--- config.mk ---
export PLATFORM = sky130hd
export DESIGN_NAME = ro_freq_meter
export DESIGN_NICKNAME = d
export VERILOG_FILES = /design/src/rtl/ro_meas_pkg.sv /design/src/rtl/ro_sync_edge_det.sv /design/src/rtl/ro_freq_meter.sv
export SDC_FILE = /design/constraint.sdc
export NUM_CORES = 1
export LEC_CHECK = 0
export ABC_CLOCK_PERIOD_IN_PS = 4600
export BUFFER_PORTS_ARGS = -buffer_cell sky130_fd_sc_hd__buf_2
export CAP_MARGIN = 20
export CORE_UTILIZATION = 45
export DETAILED_ROUTE_END_ITERATION = 8
export PLACE_DENSITY_LB_ADDON = 0.15
export SYNTH_ARGS = -nofsm -noshare
export SYNTH_HDL_FRONTEND = slang
export SYNTH_HIERARCHICAL = 1
export SYNTH_SLANG_ARGS = --single-unit
--- constraint.sdc ---
create_clock -name wb_clk_i -period 4.6 [get_ports wb_clk_i]
set_input_delay 0.46 -clock wb_clk_i [delete_from_list [all_inputs] [get_ports wb_clk_i]]
set_output_delay 0.46 -clock wb_clk_i [all_outputs]
set_load 0.03 [all_outputs]
--- src/rtl/ro_meas_pkg.sv ---
// ro_meas_pkg
// Shared types and constants for the ring-oscillator frequency meter.
//   - meas_state_e : measurement FSM states
//   - *_DEF        : default parameter values for the meter and its synchronizer
//   - arm_cycles() : length of the ARM phase for a given synchronizer depth
package ro_meas_pkg;

    localparam int CNT_W_DEF       = 24;
    localparam int WIN_W_DEF       = 20;
    localparam int SYNC_STAGES_DEF = 2;

    typedef enum logic [1:0] {
        IDLE  = 2'd0,
        ARM   = 2'd1,
        COUNT = 2'd2,
        DONE  = 2'd3
    } meas_state_e;

    // ARM has to cover every synchronizer flop plus the history flop so that
    // the level captured before the oscillator was enabled cannot produce a
    // spurious edge once counting starts.
    function automatic int arm_cycles(input int syncStages);
        return syncStages + 1;
    endfunction

endpackage

--- src/rtl/ro_sync_edge_det.sv ---
// ro_sync_edge_det
// Brings the asynchronous oscillator signal into the clk_i domain and flags
// its rising edges.
// Ports:
//   clk_i    : system clock
//   rst_n_i  : asynchronous active-low reset
//   async_i  : asynchronous input level (SYNC_STAGES must be 2..4)
//   rise_o   : one-cycle pulse per synchronized rising edge
module ro_sync_edge_det
    import ro_meas_pkg::*;
#(
    parameter int SYNC_STAGES = SYNC_STAGES_DEF
) (
    input  logic clk_i,
    input  logic rst_n_i,
    input  logic async_i,
    output logic rise_o
);

    logic [SYNC_STAGES-1:0] sync_q;
    logic                   hist_q;

    always_ff @(posedge clk_i or negedge rst_n_i) begin
        if (!rst_n_i) begin
            sync_q <= '0;
            hist_q <= 1'b0;
        end else begin
            sync_q <= {sync_q[SYNC_STAGES-2:0], async_i};
            hist_q <= sync_q[SYNC_STAGES-1];
        end
    end

    assign rise_o = sync_q[SYNC_STAGES-1] & ~hist_q;

endmodule

--- src/rtl/ro_freq_meter.sv ---
// ro_freq_meter
// Counts rising edges of the selected (pre-divided) ring-oscillator output
// over a programmable number of wb_clk_i cycles.
// Ports:
//   wb_clk_i    : system clock
//   wb_rst_n_i  : asynchronous active-low reset
//   ro_in_i     : selected oscillator output, asynchronous
//   start_i     : single-cycle measurement request (ignored while busy)
//   abort_i     : cancel a measurement in ARM or COUNT
//   window_i    : window length in wb_clk_i cycles, sampled on start
//   ro_start_o  : oscillator enable, high during ARM and COUNT
//   busy_o      : high whenever the FSM is not IDLE
//   done_o      : one-cycle pulse when count_o/ovf_o are updated
//   count_o     : last completed (saturating) edge count
//   ovf_o       : last completed measurement saturated
module ro_freq_meter
    import ro_meas_pkg::*;
#(
    parameter int CNT_W       = CNT_W_DEF,
    parameter int WIN_W       = WIN_W_DEF,
    parameter int SYNC_STAGES = SYNC_STAGES_DEF
) (
    input  logic             wb_clk_i,
    input  logic             wb_rst_n_i,
    input  logic             ro_in_i,
    input  logic             start_i,
    input  logic             abort_i,
    input  logic [WIN_W-1:0] window_i,
    output logic             ro_start_o,
    output logic             busy_o,
    output logic             done_o,
    output logic [CNT_W-1:0] count_o,
    output logic             ovf_o
);

    localparam int ARM_CYC = arm_cycles(SYNC_STAGES);

    meas_state_e      state_q, state_d;
    logic [WIN_W-1:0] win_q;
    logic [WIN_W-1:0] winCnt_q, winCnt_d;
    logic [CNT_W-1:0] edgeCnt_q, edgeCnt_d;
    logic             ovfInt_q, ovfInt_d;
    logic [2:0]       armCnt_q, armCnt_d;
    logic [CNT_W-1:0] count_q;
    logic             ovf_q;
    logic             winLatch;
    logic             loadResult;
    logic             rise;

    ro_sync_edge_det #(
        .SYNC_STAGES (SYNC_STAGES)
    ) u_sync (
        .clk_i   (wb_clk_i),
        .rst_n_i (wb_rst_n_i),
        .async_i (ro_in_i),
        .rise_o  (rise)
    );

    always_ff @(posedge wb_clk_i or negedge wb_rst_n_i) begin
        if (!wb_rst_n_i) begin
            state_q   <= IDLE;
            win_q     <= '0;
            winCnt_q  <= '0;
            edgeCnt_q <= '0;
            ovfInt_q  <= 1'b0;
            armCnt_q  <= '0;
            count_q   <= '0;
            ovf_q     <= 1'b0;
        end else begin
            state_q   <= state_d;
            winCnt_q  <= winCnt_d;
            edgeCnt_q <= edgeCnt_d;
            ovfInt_q  <= ovfInt_d;
            armCnt_q  <= armCnt_d;
            if (winLatch) begin
                win_q <= window_i;
            end
            // The result is captured on the edge that enters DONE, using the
            // next-state count so the final COUNT cycle's edge is included.
            if (loadResult) begin
                count_q <= edgeCnt_d;
                ovf_q   <= ovfInt_d;
            end
        end
    end

    always_comb begin
        state_d    = state_q;
        winCnt_d   = winCnt_q;
        edgeCnt_d  = edgeCnt_q;
        ovfInt_d   = ovfInt_q;
        armCnt_d   = armCnt_q;
        winLatch   = 1'b0;
        loadResult = 1'b0;

        case (state_q)
            IDLE: begin
                if (start_i) begin
                    winLatch  = 1'b1;
                    edgeCnt_d = '0;
                    ovfInt_d  = 1'b0;
                    armCnt_d  = '0;
                    state_d   = ARM;
                end
            end

            ARM: begin
                if (abort_i) begin
                    state_d = IDLE;
                end else if (armCnt_q == 3'(ARM_CYC - 1)) begin
                    if (win_q == '0) begin
                        state_d    = DONE;
                        loadResult = 1'b1;
                    end else begin
                        state_d  = COUNT;
                        winCnt_d = win_q;
                    end
                end else begin
                    armCnt_d = armCnt_q + 3'd1;
                end
            end

            COUNT: begin
                // Saturate at all-ones; an edge arriving at saturation marks overflow.
                if (rise) begin
                    if (edgeCnt_q == '1) begin
                        ovfInt_d = 1'b1;
                    end else begin
                        edgeCnt_d = edgeCnt_q + CNT_W'(1);
                    end
                end
                if (abort_i) begin
                    state_d = IDLE;
                end else begin
                    winCnt_d = winCnt_q - WIN_W'(1);
                    if (winCnt_q == WIN_W'(1)) begin
                        state_d    = DONE;
                        loadResult = 1'b1;
                    end
                end
            end

            DONE: begin
                state_d = IDLE;
            end

            default: begin
                state_d = IDLE;
            end
        endcase
    end

    assign ro_start_o = (state_q == ARM) || (state_q == COUNT);
    assign busy_o     = (state_q != IDLE);
    assign done_o     = (state_q == DONE);
    assign count_o    = count_q;
    assign ovf_o      = ovf_q;

endmodule

==> results.txt, run 1 <==
Clock Power Share: 0.213
Final Max Tran Viols: 0
global-route wire length before repair: 19780 um
RSZ-0062 raised after global routing: no
Yosys Warn Count: 6
Mapped Avg Cell Area: 10.38 sq um
sw frac: 0.3783
top-area cell type share of the netlist area: 0.4910
wire length per cell: 17.86 um
Net Sw Power: 0.001069 W
WP data arrival: 3.37 ns
grt ovf: 0
# port buffers: 52
Worst-Margin Slew: 0.9810 ns
die height: 107.4 um
Power Density: 505.0 mW/mm^2
cell family with most CP delay: compound AO/OA/AOI/OAI gates
Slew headroom: 0.3429
router iterations before antenna repair: 4
fin crit share: 0.6752
root buffer cell: clkbuf_8
TritonCTS Buffers: 9
CP Launch Type: register
worst path required time: 4.86 ns
pin count of the biggest net entering global routing: 58
routability congestion estimate: 0.8712
Final HPWL DP: 8325 um
vias in the first global route: 3839
most frequent cells in the layout: 98 x dfrtp_1, 51 x buf_2, 45 x nand2_1
crit path max-delay cell type: o21ai_1
layout cells sized above 1: 0.2090
Int Power: 0.001757 W
Die W: 107.4 um
CTS Buffer Depth: 2
vias per cell: 6.052
most common cell after layout, fill and taps aside: dfrtp_1
Clock Sinks: 98
Critical R2R Launch: state_q[0]$_DFFE_PN0P_
crit-path cells: inv_1, ha_1, clkinv_1, o21ai_1, o211ai_1, nor4_1, nor3_1, mux2_1
# IOs: 53
total power: 0.002826 W
hold_buf cts: 0
final antenna-violating net count: 0
Hold Crit Class: in -> async
Die ar.: 0.01153 sq mm
H-tree depth: 3
Synth Net Count: 515
core area: 0.01084 sq mm
Yosys reg bits: 98
Detailed Route WL: 12070 um
initial antenna violation count: 0
synthesized instance count: 481
worst reg2reg endpoint: count_o[19]$_DFFE_PN0P_
sequential fraction of the synthesis area: 0.4910
CP Launch Point: state_q[0]$_DFFE_PN0P_
Cell Rows: 38
P_leak: 2.486 nW
PostCTS Resize Cnt: 0
Yosys cell types: 62
post-CTS setup repair buffer count: 0
Worst R2R Path Depth: 8
max cap viols: 0
Tmin final: 3.106 ns
Post-synth top flop: dfrtp_1
Layout Nets: 565
setup TNS: 0 ns
outcome: completed
WS Path Type: reg -> reg
Max Clock Freq: 322.0 MHz
Final setup viols: 0
CTS clock-pin slew for the worst setup and hold paths: 0.09 ns
GRT Overall Usage: 0.2245
area added between synthesis and finish: 12.05%
n_diodes: 0
CTS tree: yes
R2R Setup Slk: 1.49 ns
First DRT Iteration DRCs: 263
CP max FO: 16
top cells by area, synth: dfrtp_1 49%, mux2_2 6.1%, a21oi_1 3.4%
residual DRC count: 0
VDD IR max: 0.0002660 V
final setup skew: 0.008403 ns
Synth async-reset ratio: 1.000
vias after detailed routing: 4091
slowest stage delay, CP: 0.70 ns
clk_lat worst skew: 0.38 ns
Hold Violations, Final: 0
Comb pwr share: 0.330
initial core utilization: 0.4608
Crit path buffers/inverters: 2
Post-synth EDFFs: 0
CP endpoint kind: register
leading area contributor after synthesis: dfrtp_1
Sequential Power Share: 0.457
post-synthesis cell area: 0.004995 sq mm
## registers in the layout, summed over array words and instances (netlist names)
name / flops
ovf_o: 1
count_o: 24
state_q: 2
edgeCnt_q: 24
armCnt_q: 3
win_q: 20
ovfInt_q: 1
u_sync/hist_q: 1
u_sync/sync_q: 2
winCnt_q: 20
## cell usage after synthesis, drive strengths merged, types with 11 or more instances
cell and number:
o22ai 14, nand4 12, mux2 47, a21oi 34
nor3 19, nor4 12, dfrtp 98, nand3 22
o21ai 25, nand2 45, nor2 24, clkbuf 11
inv 14
## power by group through the flow
stage                     clock network (W)  registers (W)  logic (W)
after global placement                    0        0.00130   0.000899
after detailed placement                  0        0.00130   0.000923
after global routing               0.000648        0.00132    0.00103
after CTS                          0.000621        0.00129   0.000931
final                              0.000602        0.00129   0.000932
after floorplan                           0        0.00123   0.000706
## kinds of logic (layout without fill, tap and decap cells)
family / count (synthesis) / in the layout / synth area share
and+or+nand+nor: 176 / 176 / 0.1906
AOI/OAI and AO/OA: 117 / 117 / 0.1533
DFF: 98 / 98 / 0.4910
muxes: 49 / 49 / 0.1145
buffers and inverters: 31 / 86 / 0.02630
adders and majority gates: 9 / 9 / 0.02255
xor gates and xnor gates: 1 / 1 / 0.001754
## worst register-to-register path, cell delays in order, from the launching register on
cell,delay [ns]
dfrtp_1,0.41
inv_1,0.11
ha_1,0.18
clkinv_1,0.42
o21ai_1,0.71
o211ai_1,0.45
nor4_1,0.34
nor3_1,0.09
mux2_1,0.30
## through the flow
stage / hold slack [ns] / instances / setup WS (ns) / util / instance area [sq um]
final: 0.1280 / 676 / 1.494 / 0.5163 / 5597
after global routing: 0.1741 / 676 / 1.258 / 0.5163 / 5597
after CTS: 0.1496 / 676 / 1.570 / 0.5163 / 5597
after detailed placement: 0.3370 / 660 / 1.577 / 0.4963 / 5380
after global placement: 0.3373 / 660 / 1.631 / 0.4963 / 5380
after floorplan: 0.1644 / 481 / 2.346 / - / 4995
## area by class of cell
| type | instances | area [sq um] |
|---|---|---|
| fill | 994 | 5244 |
| sequential | 98 | 2452 |
| multi-input combinational | 352 | 2411 |
| timing repair buffer | 55 | 285.3 |
| clock buffer | 15 | 186.4 |
| tap | 140 | 175.2 |
| inverter | 15 | 56.30 |
| clock inverter | 1 | 30.03 |
## metal layers
metal / part of all wire / global-route usage
met5: 0 / 0
met4: 0.017 / 0.08708
met3: 0.062 / 0.04964
met2: 0.43 / 0.3166
met1: 0.49 / 0.3332
## worst max path at each step
stage                                           to  slack, ns  depth (start not counted)
after floorplan             count_o[0]$_DFFE_PN0P_       2.35                          6
after global placement    winCnt_q[15]$_DFFE_PN0P_       1.63                          8
after detailed placement  winCnt_q[17]$_DFFE_PN0P_       1.58                          8
after CTS                 winCnt_q[15]$_DFFE_PN0P_       1.57                          8
after global routing       count_o[19]$_DFFE_PN0P_       1.26                          8
final                      count_o[19]$_DFFE_PN0P_       1.49                          8
No activity file was read; power rests on OpenSTA's default activity.
==> run 2: changes to the inputs <==
--- a/config.mk
+++ b/config.mk
@@ -5,7 +5,8 @@
 export SDC_FILE = /design/constraint.sdc
 export NUM_CORES = 1
 export LEC_CHECK = 0
-export ABC_CLOCK_PERIOD_IN_PS = 4600
+export ABC_AREA = 1
+export ABC_CLOCK_PERIOD_IN_PS = 3250
 export BUFFER_PORTS_ARGS = -buffer_cell sky130_fd_sc_hd__buf_2
 export CAP_MARGIN = 20
 export CORE_UTILIZATION = 45
==> constraint.sdc (replaced) <==
create_clock -name wb_clk_i -period 3.25 [get_ports wb_clk_i]
set_input_delay 0.325 -clock wb_clk_i [delete_from_list [all_inputs] [get_ports wb_clk_i]]
set_output_delay 0.325 -clock wb_clk_i [all_outputs]
set_load 0.03 [all_outputs]
==> results.txt, run 2 <==
worst path required time: 3.52 ns (-1.34 ns)
max cap viols: 0 (unchanged)
placed insts: 971 (+47%)
Synth Net Count: 804 (+56%)
GRT Overall Usage: 0.2264 (+0.001897)
Worst-Margin Slew: 0.7886 ns (-0.1924 ns)
CTS clock-pin slew for the worst setup and hold paths: 0.07 ns (-0.02 ns)
Sequential Power Share: 0.389 (-0.068)
P_leak: 3.220 nW (+29%)
core area: 0.01226 sq mm (+13%)
Slew headroom: 0.4743 (+0.1314)
Power Density: 758.4 mW/mm^2 (+50%)
CTS Buffer Depth: 2 (unchanged)
Int Power: 0.002813 W (+60%)
pin count of the biggest net entering global routing: 60 (+3.4%)
synthesized instance count: 770 (+60%)
most common cell after layout, fill and taps aside: nand2_1
Clock Sinks: 98 (unchanged)
commonest cells in the netlist: 231 x nand2_1, 98 x dfrtp_1, 84 x nor2_1
Tmin final: 2.528 ns (-0.5777 ns)
Detailed Route WL: 14000 um (+16%)
RSZ-0062 raised after global routing: no
n_diodes: 0 (unchanged)
leading area contributor after synthesis: dfrtp_1
vias after detailed routing: 5152 (+26%)
WS Path Type: reg -> reg
WP data arrival: 2.80 ns (-0.57 ns)
Crit path top cell by count: inv_1
Mapped Avg Cell Area: 7.484 sq um (-28%)
Post-DP Area: 0.006160 sq mm (+14%)
area added between synthesis and finish: 12.05% (about the same)
Post-synth EDFFs: 0 (unchanged)
Yosys cell types: 45 (-27%)
First DRT Iteration DRCs: 432 (+64%)
most frequent cells in the layout: 231 x nand2_1, 98 x dfrtp_1, 84 x nor2_1
crit path max-delay cell type: inv_1
global-route wire length before repair: 23250 um (+18%)
Layout Nets: 848 (+50%)
Multi-input gate area: 0.002848 sq mm (+18%)
Yosys reg bits: 98 (unchanged)
Non-Filler Instances: 987 (+46%)
residual DRC count: 0 (unchanged)
register area: 0.002452 sq mm (unchanged)
Post-synth top flop: dfrtp_1
Synth async-reset ratio: 1.000 (unchanged)
total power: 0.004898 W (+73%)
final setup skew: 0.01124 ns (+0.002839 ns)
Crit path buffers/inverters: 4 (+2)
# port buffers: 52 (unchanged)
PostCTS Resize Cnt: 0 (unchanged)
root buffer cell: clkbuf_16
Die ar.: 0.01326 sq mm (+15%)
routability congestion estimate: 0.8448 (-3.0%)
top cells by area, synth: dfrtp_1 43%, nand2_1 15%, nor2_1 5.5%
TritonCTS Buffers: 9 (unchanged)
fin crit share: 0.7779 (+0.1027)
hold_buf cts: 0 (unchanged)
setup TNS: 0 ns (unchanged)
CTS tree: yes
final antenna-violating net count: 0 (unchanged)
sw frac: 0.4256 (+0.04726)
slowest stage delay, CP: 0.47 ns (-0.23 ns)
CP Launch Type: register
vias in the first global route: 4849 (+26%)
Filler cells: 1216 (+22%)
Comb pwr share: 0.388 (+0.058)
Die W: 115.2 um (+7.3%)
vias per cell: 5.220 (-14%)
grt ovf: 0 (unchanged)
initial core utilization: 0.4700 (+0.009243)
Final setup viols: 0 (unchanged)
wire length per cell: 14.18 um (-21%)
post-synthesis cell area: 0.005763 sq mm (+15%)
layout cells sized above 1: 0.1575 (-0.05145)
top-area cell type share of the netlist area: 0.4255 (-0.06545)
Clock Power Share: 0.222 (+0.009)
outcome: completed
clk_lat worst skew: 0.36 ns (-0.02 ns)
most common cell in the synthesized netlist: nand2_1
# IOs: 53 (unchanged)
VDD IR max: 0.0003667 V (+38%)
CP endpoint kind: register
fin area: 0.006457 sq mm (+15%)
die height: 115.2 um (+7.3%)
Hold Crit Class: in -> async
crit-path cells: inv_1, ha_1, inv_1, nor2_1, nor2_1, a21oi_1, nand2_1, buf_4, inv_1, o21ai_0, o21ai_0
sequential fraction of the synthesis area: 0.4255 (-0.06545)
initial antenna violation count: 0 (unchanged)
Final Max Tran Viols: 0 (unchanged)
cell family with most CP delay: buffers and inverters
Max Clock Freq: 395.5 MHz (+23%)
router iterations before antenna repair: 5 (+1)
CP max FO: 21 (+5)
H-tree depth: 3 (unchanged)
Cell Rows: 40 (+5.3%)
Net Sw Power: 0.002084 W (+95%)
Hold Violations, Final: 0 (unchanged)
Final HPWL DP: 9656 um (+16%)
Yosys Warn Count: 6 (unchanged)
post-CTS setup repair buffer count: 0 (unchanged)
run 2: power by group through the flow:
| stage | combinational [W] | clock (W) | sequential, W |
|---|---|---|---|
| detailed placement | 0.00188 | 0 | 0.00192 |
| finish | 0.00190 | 0.00109 | 0.00191 |
| floorplan | 0.00148 | 0 | 0.00181 |
| global route | 0.00217 | 0.00117 | 0.00196 |
| CTS | 0.00190 | 0.00112 | 0.00190 |
| global placement | 0.00183 | 0 | 0.00191 |
run 2: final timing paths:
path	start	to	slack (ns)	depth (start not counted)
min	wb_rst_n_i	armCnt_q[0]$_DFFE_PN0P_	0.05	1
min in group wb_clk_i	ro_in_i	u_sync/sync_q[0]$_DFF_PN0_	0.09	1
max in group asynchronous	wb_rst_n_i	win_q[13]$_DFFE_PN0P_	2.52	2
max reg2reg	state_q[1]$_DFFE_PN0P_	winCnt_q[16]$_DFFE_PN0P_	0.72	11
max	state_q[1]$_DFFE_PN0P_	winCnt_q[16]$_DFFE_PN0P_	0.72	11
min reg2reg	u_sync/sync_q[0]$_DFF_PN0_	u_sync/sync_q[1]$_DFF_PN0_	0.38	0
run 2: cell families (layout without fill, tap and decap cells):
group                      after synthesis  after routing  synth area share
AOI/OAI and AO/OA                       92             92           0.09466
muxes                                    9              9           0.01759
DFF                                     98             98            0.4255
adders and majority gates                9              9           0.01954
xor gates and xnor gates                13             13           0.01976
buffers and inverters                  109            158           0.08076
and+or+nand+nor                        440            440            0.3422
run 2: metal layers:
metal | vias to the layer above | GRT usage | share of wire
met5 | - | 0 | 0
met4 | 0 | 0.07879 | 0.018
met3 | 18 | 0.04586 | 0.051
met2 | 131 | 0.3418 | 0.43
met1 | 2440 | 0.3227 | 0.50
li1 | 2563 | - | -
run 2: metrics by stage:
stage,hold WS (ns),utilization,setup WS [ns]
6_report,0.04725,0.5266,0.7217
3_3_place_gp,0.3445,0.5023,0.9313
2_1_floorplan,0.02941,-,1.485
3_5_place_dp,0.3456,0.5023,0.7959
5_1_grt,0.07007,0.5266,0.5023
4_1_cts,0.07269,0.5266,0.7781
run 2: final cells by class:
cell class / count / share of cell area
Inverter: 81 / 0.04747
Clock buffer: 12 / 0.03817
Sequential cell: 98 / 0.3798
Clock inverter: 4 / 0.007944
Multi-Input combinational cell: 563 / 0.4410
Timing Repair Buffer: 61 / 0.05309
Tap cell: 168 / 0.03255
==> run 3: changes to the inputs <==
--- a/config.mk
+++ b/config.mk
@@ -5,8 +5,8 @@
 export SDC_FILE = /design/constraint.sdc
 export NUM_CORES = 1
 export LEC_CHECK = 0
-export ABC_AREA = 1
-export ABC_CLOCK_PERIOD_IN_PS = 3250
+export ABC_AREA = 0
+export ABC_CLOCK_PERIOD_IN_PS = 2440
 export BUFFER_PORTS_ARGS = -buffer_cell sky130_fd_sc_hd__buf_2
 export CAP_MARGIN = 20
 export CORE_UTILIZATION = 45
==> constraint.sdc (replaced) <==
create_clock -name wb_clk_i -period 2.44 [get_ports wb_clk_i]
set_input_delay 0.244 -clock wb_clk_i [delete_from_list [all_inputs] [get_ports wb_clk_i]]
set_output_delay 0.244 -clock wb_clk_i [all_outputs]
set_load 0.03 [all_outputs]
==> results.txt, run 3 (same netlist as run 1, synthesis figures left out) <==
GRT Overall Usage: 0.2327 (+0.006354)
Comb pwr share: 0.373 (-0.015)
slowest stage delay, CP: 0.53 ns (+0.06 ns)
vias after detailed routing: 4232 (-18%)
Slew headroom: 0.5786 (+0.1044)
most common cell after layout, fill and taps aside: dfrtp_1
Final HPWL DP: 8828 um (-8.6%)
routability congestion estimate: 0.8941 (+5.8%)
Final setup viols: 0 (unchanged)
vias per cell: 5.927 (+14%)
Net Sw Power: 0.002119 W (+1.6%)
CTS tree: yes
worst path required time: 2.70 ns (-0.82 ns)
pin count of the biggest net entering global routing: 49 (-18%)
Sequential Power Share: 0.437 (+0.048)
clk_lat worst skew: 0.38 ns (+0.02 ns)
placed insts: 689 (-29%)
worst reg2reg endpoint: count_o[12]$_DFFE_PN0P_
Int Power: 0.003402 W (+21%)
Max Clock Freq: 411.7 MHz (+4.1%)
core area: 0.01084 sq mm (-12%)
Worst-Margin Slew: 0.6161 ns (-0.1725 ns)
final core occ: 0.5552 (+0.02854)
Die ar.: 0.01153 sq mm (-13%)
# IOs: 53 (unchanged)
grt ovf: 0 (unchanged)
layout cells sized above 1: 0.2997 (+0.1421)
crit-path cells: or4_4, or2_4, nor4_4, o211ai_4, clkbuf_16, mux2_1
outcome: completed
root buffer cell: clkbuf_8
crit path max-delay cell type: or4_4
residual DRC count: 0 (unchanged)
H-tree depth: 3 (unchanged)
CP max FO: 6 (-71%)
Hold Crit Class: in -> reg
VDD IR max: 0.0004882 V (+33%)
vias in the first global route: 3987 (-18%)
fin crit share: 0.9956 (+0.2176)
WP data arrival: 2.69 ns (-0.11 ns)
final setup skew: 0.007795 ns (-0.003447 ns)
# port buffers: 52 (unchanged)
most frequent cells in the layout: 97 x dfrtp_1, 51 x buf_2, 45 x nand2_1
Power Density: 917.4 mW/mm^2 (+21%)
R2R Setup Slk: 0.01 ns (-0.71 ns)
initial core utilization: 0.4608 (-0.009243)
Cell Rows: 38 (-5.0%)
router iterations before antenna repair: 4 (-1)
Worst Hold Depth: 2
final antenna-violating net count: 0 (unchanged)
CP endpoint kind: register
area added between synthesis and finish: 20.49%
max cap viols: 0 (unchanged)
Critical R2R Launch: winCnt_q[12]$_DFFE_PN0P_
die height: 107.4 um (-6.8%)
CTS Buffer Depth: 2 (unchanged)
Detailed Route WL: 12870 um (-8.1%)
sw frac: 0.3837 (-0.04183)
Hold Path End: win_q[19]$_DFFE_PN0P_
Layout Nets: 603 (-29%)
register area: 0.002454 sq mm (about the same)
Clock Power Share: 0.190 (-0.032)
Clock Sinks: 98 (unchanged)
Hold Violations, Final: 0 (unchanged)
Non-Filler Instances: 714 (-28%)
CP Launch Type: register
n_diodes: 0 (unchanged)
WS Path Type: reg -> reg
Worst R2R Path Depth: 6 (-5)
initial antenna violation count: 0 (unchanged)
setup TNS: 0 ns (unchanged)
Final Max Tran Viols: 0 (unchanged)
wire length per cell: 18.02 um (+27%)
Multi-input gate area: 0.002500 sq mm (-12%)
TritonCTS Buffers: 9 (unchanged)
CTS clock-pin slew for the worst setup and hold paths: 0.09 ns (+0.02 ns)
CP Launch Point: winCnt_q[12]$_DFFE_PN0P_
RSZ-0062 raised after global routing: yes
P_leak: 2.717 nW (-16%)
First DRT Iteration DRCs: 273 (-37%)
global-route wire length before repair: 20610 um (-11%)
Die W: 107.4 um (-6.8%)
Tmin final: 2.429 ns (-0.09910 ns)
HP Start: window_i[19]
Filler cells: 977 (-20%)
[run 3: cell count changes in the layout (fill, tap and decap cells not counted), moves of 9 or more]
cell and delta:
nand4_1 -9, nand3_1 -40, and3_1 +10, buf_4 +26, o22ai_1 +13, inv_1 -61, mux2_2 +18, nor2_1 -60
nand2_1 -186, nor3_1 +13, o21ai_0 -15, mux2_4 +19
[run 3: layout make-up]
| type | count | share of cell area |
|---|---|---|
| Tap cell | 140 | 0.02911 |
| Timing Repair Buffer | 93 | 0.1062 |
| Sequential cell | 98 | 0.4077 |
| Clock inverter | 7 | 0.01164 |
| Multi-Input combinational cell | 352 | 0.4154 |
| Inverter | 15 | 0.009356 |
| Clock buffer | 9 | 0.02058 |
[run 3: metrics by stage]
step	hold slack, ns	setup WS [ns]	power, W	area (sq um)
finish	0.08348	0.01082	0.005521	6018
floorplan	-0.05159	0.1863	0.003651	4995
global placement	0.2049	0.1022	0.004356	5623
CTS	0.06525	0.06390	0.005482	5841
global route	0.07103	-0.05339	0.005896	6018
detailed placement	0.2098	0.01553	0.004414	5623
[run 3: routing by layer]
| layer | GRT usage | part of all wire | vias to the layer above |
|---|---|---|---|
| met5 | 0 | 0 | - |
| met4 | 0.1037 | 0.020 | 0 |
| met3 | 0.04358 | 0.061 | 20 |
| met2 | 0.3267 | 0.43 | 137 |
| met1 | 0.3460 | 0.49 | 2082 |
| li1 | - | - | 1993 |
[run 3: worst max path at each step]
stage | endpoint | slack [ns] | depth (start not counted)
4_1_cts | count_o[12]$_DFFE_PN0P_ | 0.06 | 8
2_1_floorplan | count_o[0]$_DFFE_PN0P_ | 0.19 | 6
3_3_place_gp | state_q[0]$_DFFE_PN0P_ | 0.10 | 6
5_1_grt | count_o[12]$_DFFE_PN0P_ | -0.05 | 6
6_report | count_o[12]$_DFFE_PN0P_ | 0.01 | 6
3_5_place_dp | winCnt_q[18]$_DFFE_PN0P_ | 0.02 | 7
[run 3: power groups by stage]
stage | sequential (W) | clock [W] | combinational (W)
3_3_place_gp | 0.00242 | 0 | 0.00194
4_1_cts | 0.00240 | 0.00108 | 0.00200
3_5_place_dp | 0.00243 | 0 | 0.00199
5_1_grt | 0.00247 | 0.00114 | 0.00229
2_1_floorplan | 0.00232 | 0 | 0.00133
6_report | 0.00241 | 0.00105 | 0.00206
[run 3: worst max-delay path, delay by kind of cell (launching register included)]
family	cells	cell delay, ns
buffers and inverters	1	0.22
AO/OA/AOI/OAI	1	0.19
flip-flops	1	0.43
multiplexers	1	0.31
AND/OR/NAND/NOR	3	1.16
[run 3: repair_timing]
item | CTS | global route
gates cloned | 0 | 3
hold buffers | 2 | 0
setup buffers | 0 | 4
setup endpoints to repair | 2 | 23
endpoints found under the hold margin | 30 | 0
resized for setup | 1 | 23
pin swaps | 0 | 6
